$ cat config.mk
export PLATFORM = sky130hd
export DESIGN_NAME = eth_10g_mac_rx_st_error_adapter
export DESIGN_NICKNAME = d
export VERILOG_FILES = /design/src/rtl/eth_10g_rx_pkg.sv /design/src/rtl/eth_10g_st_skid_buffer.sv /design/src/rtl/eth_10g_mac_rx_st_error_adapter.sv
export SDC_FILE = /design/constraint.sdc
export NUM_CORES = 1
export LEC_CHECK = 0
export ABC_CLOCK_PERIOD_IN_PS = 1800
export CAP_MARGIN = 20
export CORE_MARGIN = 2
export CORE_UTILIZATION = 49
export CTS_CLUSTER_SIZE = 28
export DETAILED_ROUTE_END_ITERATION = 7
export HOLD_SLACK_MARGIN = 0.15
export PLACE_DENSITY = 0.89
export SETUP_SLACK_MARGIN = 0.5
export SYNTH_ARGS = -nofsm -noshare
export SYNTH_HDL_FRONTEND = slang
export SYNTH_SLANG_ARGS = --single-unit
$ cat constraint.sdc
create_clock -name clk -period 1.8 [get_ports clk]
set_input_delay 0.36 -clock clk [delete_from_list [all_inputs] [get_ports clk]]
set_output_delay 0.36 -clock clk [all_outputs]
set_load 0.01 [all_outputs]
$ cat src/rtl/eth_10g_rx_pkg.sv
`default_nettype none
// ============================================================================
// Module   : eth_10g_rx_pkg
// Purpose  : Shared constants and types for the 10G MAC RX client adapters:
//            the MAC error-vector bit map, the default error mask and the
//            packet-framing state type.
// Revision : 1.0 - initial release
// ============================================================================
package eth_10g_rx_pkg;

    localparam int ERR_IN_W        = 6;

    localparam int ERR_CRC         = 0;
    localparam int ERR_LEN         = 1;
    localparam int ERR_UNDERSIZE   = 2;
    localparam int ERR_OVERSIZE    = 3;
    localparam int ERR_PAYLOAD_LEN = 4;
    localparam int ERR_PHY         = 5;

    localparam logic [ERR_IN_W-1:0] ERR_MASK_DFLT = ERR_IN_W'(
        (1 << ERR_CRC) | (1 << ERR_LEN) | (1 << ERR_UNDERSIZE) |
        (1 << ERR_OVERSIZE) | (1 << ERR_PAYLOAD_LEN) | (1 << ERR_PHY));

    typedef enum logic [0:0] {
        IDLE   = 1'b0,
        IN_PKT = 1'b1
    } rx_state_e;

endpackage
`default_nettype wire

$ cat src/rtl/eth_10g_st_skid_buffer.sv
`default_nettype none
// ============================================================================
// Module   : eth_10g_st_skid_buffer
// Purpose  : Generic Avalon-ST pipeline stage (output register plus one skid
//            register). in_ready is registered so both paths are cut.
// Revision : 1.0 - initial release
// ============================================================================
module eth_10g_st_skid_buffer #(
    parameter int WIDTH = 8
) (
    input  logic             clk,
    input  logic             reset,
    input  logic             in_valid,
    output logic             in_ready,
    input  logic [WIDTH-1:0] in_payload,
    input  logic             out_ready,
    output logic             out_valid,
    output logic [WIDTH-1:0] out_payload
);

    logic             r_in_ready;
    logic             r_out_valid;
    logic             r_skid_valid;
    logic [WIDTH-1:0] r_out_payload;
    logic [WIDTH-1:0] r_skid_payload;

    logic             w_in_xfer;
    logic             w_out_free;
    logic             w_skid_valid_nxt;

    assign w_in_xfer  = in_valid & r_in_ready;
    assign w_out_free = ~r_out_valid | out_ready;

    // in_ready is low exactly while the skid holds a beat, so a new beat
    // and a skid drain never compete for the output register.
    always_comb begin
        w_skid_valid_nxt = r_skid_valid;
        if (r_skid_valid && w_out_free)
            w_skid_valid_nxt = 1'b0;
        else if (w_in_xfer && !w_out_free)
            w_skid_valid_nxt = 1'b1;
    end

    always_ff @(posedge clk) begin
        if (reset) begin
            r_in_ready     <= 1'b0;
            r_out_valid    <= 1'b0;
            r_skid_valid   <= 1'b0;
            r_out_payload  <= '0;
            r_skid_payload <= '0;
        end else begin
            r_in_ready   <= ~w_skid_valid_nxt;
            r_skid_valid <= w_skid_valid_nxt;
            if (w_in_xfer && !w_out_free)
                r_skid_payload <= in_payload;
            if (w_out_free) begin
                if (r_skid_valid) begin
                    r_out_valid   <= 1'b1;
                    r_out_payload <= r_skid_payload;
                end else begin
                    r_out_valid <= w_in_xfer;
                    if (w_in_xfer)
                        r_out_payload <= in_payload;
                end
            end
        end
    end

    assign in_ready    = r_in_ready;
    assign out_valid   = r_out_valid;
    assign out_payload = r_out_payload;

endmodule
`default_nettype wire

$ cat src/rtl/eth_10g_mac_rx_st_error_adapter.sv
`default_nettype none
// ============================================================================
// Module   : eth_10g_mac_rx_st_error_adapter
// Purpose  : Collapses the MAC RX error vector into one EOP error bit,
//            enforces SOP/EOP framing and registers the client stream.
//            Optional statistics: define RX_ERR_ADAPTER_STATS_EN.
// Revision : 1.0 - initial release
// ============================================================================
import eth_10g_rx_pkg::*;

module eth_10g_mac_rx_st_error_adapter #(
    parameter int                   DATA_W   = 64,
    parameter int                   EMPTY_W  = 3,
    parameter int                   ERR_IN_W = eth_10g_rx_pkg::ERR_IN_W,
    parameter logic [ERR_IN_W-1:0]  ERR_MASK = ERR_MASK_DFLT
`ifdef RX_ERR_ADAPTER_STATS_EN
    ,
    parameter int                   CNT_W    = 16
`endif
) (
    input  logic                clk,
    input  logic                reset,
    output logic                in_ready,
    input  logic                in_valid,
    input  logic [DATA_W-1:0]   in_data,
    input  logic [ERR_IN_W-1:0] in_error,
    input  logic                in_startofpacket,
    input  logic                in_endofpacket,
    input  logic [EMPTY_W-1:0]  in_empty,
    input  logic                out_ready,
    output logic                out_valid,
    output logic [DATA_W-1:0]   out_data,
    output logic                out_error,
    output logic                out_startofpacket,
    output logic                out_endofpacket,
    output logic [EMPTY_W-1:0]  out_empty
`ifdef RX_ERR_ADAPTER_STATS_EN
    ,
    input  logic                cnt_clear,
    output logic [CNT_W-1:0]    cnt_err_pkts,
    output logic [CNT_W-1:0]    cnt_framing
`endif
);

    localparam int PAY_W = DATA_W + 3 + EMPTY_W;

    rx_state_e             r_state;
    rx_state_e             w_state_nxt;
    logic [ERR_IN_W-1:0]   r_acc;
    logic [ERR_IN_W-1:0]   w_acc_nxt;
    logic                  w_accept;
    logic                  w_fwd;
    logic                  w_err_bit;
    logic                  w_framing_viol;
    logic [PAY_W-1:0]      w_in_payload;
    logic [PAY_W-1:0]      w_out_payload;

    assign w_accept = in_valid & in_ready;

    always_ff @(posedge clk) begin
        if (reset) begin
            r_state <= IDLE;
            r_acc   <= '0;
        end else begin
            r_state <= w_state_nxt;
            r_acc   <= w_acc_nxt;
        end
    end

    // A SOP always restarts accumulation from its own error bits, which also
    // discards whatever a truncated previous packet had collected.
    always_comb begin
        w_state_nxt    = r_state;
        w_acc_nxt      = r_acc;
        w_fwd          = 1'b0;
        w_err_bit      = 1'b0;
        w_framing_viol = 1'b0;
        if (w_accept) begin
            if (in_startofpacket) begin
                w_fwd          = 1'b1;
                w_framing_viol = (r_state == IN_PKT);
                if (in_endofpacket) begin
                    w_err_bit   = |(in_error & ERR_MASK);
                    w_acc_nxt   = '0;
                    w_state_nxt = IDLE;
                end else begin
                    w_acc_nxt   = in_error;
                    w_state_nxt = IN_PKT;
                end
            end else if (r_state == IDLE) begin
                w_framing_viol = 1'b1;
            end else begin
                w_fwd = 1'b1;
                if (in_endofpacket) begin
                    w_err_bit   = |((r_acc | in_error) & ERR_MASK);
                    w_acc_nxt   = '0;
                    w_state_nxt = IDLE;
                end else begin
                    w_acc_nxt   = r_acc | in_error;
                end
            end
        end
    end

    assign w_in_payload = {in_data, w_err_bit, in_startofpacket, in_endofpacket,
                           in_endofpacket ? in_empty : {EMPTY_W{1'b0}}};

    eth_10g_st_skid_buffer #(
        .WIDTH (PAY_W)
    ) u_skid (
        .clk         (clk),
        .reset       (reset),
        .in_valid    (w_fwd),
        .in_ready    (in_ready),
        .in_payload  (w_in_payload),
        .out_ready   (out_ready),
        .out_valid   (out_valid),
        .out_payload (w_out_payload)
    );

    assign {out_data, out_error, out_startofpacket, out_endofpacket, out_empty} = w_out_payload;

`ifdef RX_ERR_ADAPTER_STATS_EN
    logic [CNT_W-1:0] r_cnt_err_pkts;
    logic [CNT_W-1:0] r_cnt_framing;
    logic             w_err_pkt;

    assign w_err_pkt = w_fwd & in_endofpacket & w_err_bit;

    always_ff @(posedge clk) begin
        if (reset || cnt_clear) begin
            r_cnt_err_pkts <= '0;
            r_cnt_framing  <= '0;
        end else begin
            if (w_err_pkt && (r_cnt_err_pkts != {CNT_W{1'b1}}))
                r_cnt_err_pkts <= r_cnt_err_pkts + 1'b1;
            if (w_framing_viol && (r_cnt_framing != {CNT_W{1'b1}}))
                r_cnt_framing <= r_cnt_framing + 1'b1;
        end
    end

    assign cnt_err_pkts = r_cnt_err_pkts;
    assign cnt_framing  = r_cnt_framing;
`else
    logic w_unused_viol;
    assign w_unused_viol = w_framing_viol;
`endif

endmodule
`default_nettype wire

==> results of run 1 <==
==> through the flow <==
stage / instances / hold slack (ns) / util, %
after floorplan: 664 / 0.4332 / -
after global placement: 958 / 0.4410 / 65.71
after detailed placement: 958 / 0.4461 / 65.71
after CTS: 1002 / 0.3962 / 71.93
after global routing: 1024 / 0.4367 / 78.86
final: 1024 / 0.4454 / 78.86
==> final timing paths <==
check | from | end | slack [ns] | depth (start not counted)
worst min-delay path | reset | u_skid.r_skid_payload[32] | 0.45 | 2
worst max register to register | u_skid.in_ready | u_skid.r_skid_payload[29] | 0.14 | 7
worst min register to register | u_skid.r_skid_payload[55] | u_skid.r_skid_payload[55] | 0.45 | 2
worst max-delay path | u_skid.in_ready | u_skid.r_skid_payload[29] | 0.14 | 7
==> synth_stat cells (2+ instances only) <==
| library cell | count |
|---|---|
| mux2i_1 | 66 |
| buf_2 | 27 |
| nor2_1 | 79 |
| buf_6 | 4 |
| o21ai_0 | 2 |
| nand2_1 | 139 |
| a211oi_2 | 40 |
| dfxtp_1 | 150 |
| nand3_1 | 3 |
| buf_4 | 5 |
| nor4_1 | 2 |
| a31oi_1 | 3 |
| a21oi_1 | 74 |
| clkbuf_1 | 19 |
| and3_1 | 3 |
| nor2b_1 | 2 |
| a22oi_1 | 6 |
| a211oi_1 | 29 |
==> logic make-up (layout without fill, tap and decap cells) <==
| logic type | Yosys count | count (layout) |
|---|---|---|
| compound gates | 162 | 162 |
| buf+inv | 56 | 248 |
| flops | 150 | 150 |
| mux | 66 | 66 |
| simple gates | 230 | 230 |
==> power by group <==
group	internal [mW]	switching, mW	total [mW]
clock	2.15	1.43	3.59
sequential	3.44	0.0841	3.52
combinational	0.520	0.534	1.05
total	6.11	2.05	8.16
==> cell type report <==
| class | instances | area (um^2) |
|---|---|---|
| timing repair buffer | 215 | 2317 |
| clock inverter | 11 | 122.6 |
| sequential | 150 | 3058 |
| clock buffer | 21 | 470.5 |
| inverter | 1 | 7.507 |
| fill | 670 | 2550 |
| tap | 168 | 210.2 |
| multi-input combinational | 458 | 3326 |
==> worst reg2reg max path, cell delays in order, from the launching register on <==
cell and delay [ns]:
dfxtp_4 0.38, o211ai_4 0.11, buf_4 0.18, nor2_4 0.14, buf_12 0.18, clkbuf_16 0.16, nand2_1 0.05, a21oi_1 0.32
==> registers in the layout, indices dropped and copies added, names as in the netlist <==
register               cells
u_skid.r_skid_payload     70
u_skid.r_skid_valid        1
r_state                    1
u_skid.out_valid           1
u_skid.out_payload        70
u_skid.in_ready            1
r_acc                      6
==> what timing repair did <==
action	CTS	global route
pin swaps	8	55
setup endpoints to repair	220	158
cloned	5	16
gates resized for setup	378	115
buffers inserted	7	6
==> routing by layer <==
metal / global-route usage (%) / vias to the layer above / wire [um]
li1: - / 2665 / -
met1: 29.58 / 2933 / 8192
met2: 43.43 / 384 / 10780
met3: 5.957 / 97 / 1832
met4: 9.157 / 0 / 1014
met5: 0 / - / 0
==> results.yml, run 1 <==
timing:
  setup_tns_ns: 0
  drv_slew: 0
  max_slew.worst_pin.slew_ns: 0.5885
  skew_ns: 0.01012
  setup_ws_ns: 0.1391
  final-setup-viol-count: 0
  rsz0062_at_grt: "true"
  maxSlewHeadroom_pct: 60.77
  finalCritPeriodShare_pct: 92.27
  fmax_mhz: 602.1
  final.min_clock_period_ns: 1.661
  hold_violations: 0
critical_path:
  path_max_fanout: 8
  worstPathRequired_ns: 2.10
  cpPeakStageDelay_ns: 0.38
  end_kind: "flip-flop"
  cp_cell_sequence: "o211ai_4, buf_4, nor2_4, buf_12, clkbuf_16, nand2_1, a21oi_1"
  path_buf_inv: 3
  crit_arrival_ns: 1.96
  crit_family: "buffers and inverters"
  cpMaxStageDelayCell: "dfxtp_4"
  path_class: "flip-flop to flip-flop"
  cp-start-kind: "flip-flop"
clock_tree:
  clk_latency_ns: 0.42
  htreeDepth: 4
  cts_hold_buf: 0
  cts.sinks: 150
  cts_tree: "done"
  cts.clk_slew.worst_paths_ns: 0.07
  clock_path_buffers: 2
  cts-root-buf: "clkbuf_16"
  numCtsBuffers: 17
drt:
  wl_per_cell_um: 21.31
  drt_wl_total_um: 21820
  drc: 0
  drt_iter0_markers: 702
  num_vias: 6079
  viasPerCell: 5.937
  ant_nets: 0
  firstDrtPassIters: 5
logic_synthesis:
  syn-cell-area_um2: 6077
  yosysWarningCount: 0
  syn_inst: 664
  syn-num-nets: 743
  synthDistinctLibCells: 29
  yosys-mux-area-fraction_pct: 10.87
  synth_xor_xnor_area_share_pct: 0
  synth_compound_area_share_pct: 20.26
  synth-edff-count: 0
  synth_adder_area_share_pct: 0
  synth_flop_cell: "dfxtp_1"
  synth_top_area_share_pct: 49.41
  syn_avg_cell_area_um2: 9.152
  ys_seq_area_share_pct: 49.41
  synth_seq_cells: 150
  asyncSetResetFlopFracSynth_pct: 0
  synth_top_family_by_area: "compound AO/OA/AOI/OAI gates"
  yosysTopAreaCell: "dfxtp_1"
  yosys.area_share.simple_pct: 14.64
  synthTopCellsByArea: "dfxtp_1 49%, mux2i_1 11%, nand2_1 8.6%"
flow_run:
  maxCapViolCount: 0
placed_design:
  dp_hpwl_um: 10060
  place_ws_ns: -0.1881
  gp_congestion: 0.7535
  post_dp_cell_area_um2: 7925
  placement.io_buffers: 150
die:
  fp.dieArea_um2: 13310
  pin_count: 151
  die_y_um: 115.4
  core_area_um2: 12060
  initial_core_util_pct: 50.38
  die_w_um: 115.4
  rows: 40
power_and_ir_drop:
  power.leakage_nw: 3.356
  power_mw: 8.162
  ir_worst_vdd_v: 0.0005692
  p_per_area_nw_per_um2: 858.1
layout:
  layout-drive-gt1-share_pct: 42.29
  antenna_cells: 0
  layout_common_cells: "121 x nand2_1, 112 x dfxtp_1, 75 x clkdlybuf4s50_1"
  fin_area_um2: 9512
  nets: 922
  final_common_cell: "nand2_1"
  syn_to_final_growth_pct: 56.52
grt:
  grt_util_all_layers_pct: 24.83
  grt_pass1_vias: 5257
  antenna_found_initial: 0
  grt_pass1_wl_um: 25980
  grt_overflow: 0
  grt_max_degree: 71
worst_hold_path:
  min_path_type: "input pin to flip-flop"
run_status:
  status: "finished, final reports clean"
Power figures use the tool's default switching activity.
==> run 2, diff against run 1 <==
--- a/config.mk
+++ b/config.mk
@@ -7,8 +7,10 @@
 export LEC_CHECK = 0
 export ABC_CLOCK_PERIOD_IN_PS = 1800
 export CAP_MARGIN = 20
+export CELL_PAD_IN_SITES_DETAIL_PLACEMENT = 1
+export CELL_PAD_IN_SITES_GLOBAL_PLACEMENT = 1
 export CORE_MARGIN = 2
-export CORE_UTILIZATION = 49
+export CORE_UTILIZATION = 37
 export CTS_CLUSTER_SIZE = 28
 export DETAILED_ROUTE_END_ITERATION = 7
 export HOLD_SLACK_MARGIN = 0.15
==> results.yml, run 2 (same netlist as run 1, synthesis figures left out) <==
placed_design:
  dp_hpwl_um: 11440
  dpl.cell_count: 1000
  placement.io_buffers: 150
  gp_congestion: 0.6922
timing:
  skew_ns: 0.01038
  final-setup-viol-count: 0
  fmax_mhz: 626.9
  hold_violations: 0
  setup_tns_ns: 0
  max_slew.worst_pin.slew_ns: 0.6846
  final.min_clock_period_ns: 1.595
  rsz0062_at_grt: "true"
  finalCritPeriodShare_pct: 88.62
  maxSlewHeadroom_pct: 54.36
  drv_slew: 0
layout:
  stdcell_count: 1102
  syn_to_final_growth_pct: 77.48
  nets: 952
  layout_common_cells: "96 x dfxtp_1, 74 x clkdlybuf4s50_1, 66 x mux2i_1"
  layout-drive-gt1-share_pct: 56.95
  final_common_cell: "dfxtp_1"
clock_tree:
  cts_tree: "done"
  cts_hold_buf: 0
  cts.sinks: 150
  numCtsBuffers: 17
  clock_path_buffers: 2
  cts-root-buf: "clkbuf_16"
  clk_latency_ns: 0.43
  cts.clk_slew.worst_paths_ns: 0.07
  htreeDepth: 4
critical_path:
  path_max_fanout: 8
  crit_arrival_ns: 1.92
  r2r_setup_slack_ns: 0.20
  end_kind: "flip-flop"
  r2r_start: "u_skid.in_ready"
  r2r-end: "u_skid.out_payload[6]"
  worstPathRequired_ns: 2.12
  path_class: "flip-flop to flip-flop"
  cp-start-kind: "flip-flop"
  rr_worst_depth: 7
worst_hold_path:
  min_path_type: "input pin to flip-flop"
  hold_path_depth: 2
  hold_path_end: "u_skid.r_skid_payload[27]"
  hold_start: "reset"
drt:
  num_vias: 6449
  viasPerCell: 5.852
  firstDrtPassIters: 5
  ant_nets: 0
  wl_per_cell_um: 29.35
  drc: 0
  drt_iter0_markers: 438
  drt_wl_total_um: 32340
die:
  die_y_um: 132.2
  pin_count: 151
  initial_core_util_pct: 38.12
  rows: 46
  fp.dieArea_um2: 17470
  die_w_um: 132.2
  core_area_um2: 15940
grt:
  grt_pass1_wl_um: 39520
  grt_max_degree: 54
  grt_util_all_layers_pct: 29.70
  grt_overflow: 0
  grt_pass1_vias: 6687
  antenna_found_initial: 3
power_and_ir_drop:
  ir_worst_vdd_v: 0.0004354
  p_per_area_nw_per_um2: 804.5
  power.leakage_nw: 4.029
  power_mw: 8.676
run_status:
  status: "finished, final reports clean"
flow_run:
  maxCapViolCount: 0
## run 2: cell types whose count changed in the layout (fill, tap and decap cells not counted), sizes merged
| cell | delta |
|---|---|
| buf | +37 |
| clkdlybuf4s50 | -1 |
| clkinv | +4 |
| clkinvlp | -6 |
| diode | +1 |
| inv | -1 |
| dlygate4sd2 | +1 |
| clkbuf | -7 |
| bufinv | +1 |
| bufbuf | +1 |
## run 2: stage by stage
step / util (%) / cell area, um^2 / hold WS (ns) / setup WS [ns]
2_1_floorplan: - / 6083 / 0.4332 / 0.5049
3_3_place_gp: 49.67 / 7919 / 0.4416 / -0.1041
3_5_place_dp: 49.67 / 7919 / 0.4470 / -0.2310
4_1_cts: 61.04 / 9732 / 0.3719 / 0.3411
5_1_grt: 67.63 / 10780 / 0.4434 / 0.1752
6_report: 67.65 / 10790 / 0.4361 / 0.2049
## run 2: layout make-up
type	instances	area, um^2
diodes	1	2.502
clock buffers	22	484.2
clock inverters	9	123.9
fillers	1601	5157
inverters	1	3.754
multi-input cells	458	3856
flip-flops and latches	150	3088
well taps	216	270.3
repair buffers	245	2957
## run 2: worst max-delay path, cell delays in order (launching register included)
cell       delay, ns
dfxtp_4         0.38
o211ai_4        0.10
a21oi_4         0.20
buf_12          0.16
buf_4           0.15
clkbuf_16       0.16
nor2_1          0.05
a211oi_1        0.28
## run 2: timing repair
action | 4_1_cts | 5_1_grt
gates resized for setup | 487 | 219
pin swaps | 52 | 92
setup endpoints to repair | 219 | 177
buffers inserted | 23 | 13
gates cloned | 26 | 8
## run 2: how the worst max path moves through the flow
stage	startpoint	endpoint	slack, ns	cells past startpoint
finish	u_skid.in_ready	u_skid.out_payload[6]	0.20	7
global route	r_state	u_skid.r_skid_payload[23]	0.18	7
CTS	r_state	u_skid.out_payload[39]	0.34	7
detailed placement	in_startofpacket	u_skid.out_payload[7]	-0.23	6
global placement	in_startofpacket	u_skid.out_payload[23]	-0.10	6
floorplan	reset	u_skid.out_valid	0.50	4
## run 2: per-layer routing
layer | share of wire, % | global-route usage, % | vias up
met3 | 6.4 | 6.844 | 131
li1 | - | - | 2737
met5 | 0.053 | 0 | -
met4 | 5.9 | 14.01 | 2
met2 | 51 | 53.01 | 324
met1 | 37 | 33.43 | 3255
## run 2: power by group
group          internal (mW)  switching [mW]  leakage (nW)
registers               3.44          0.0987          1.24
clock network           2.32            1.53         0.306
logic                  0.609           0.687          2.48
total                   6.36            2.31          4.03
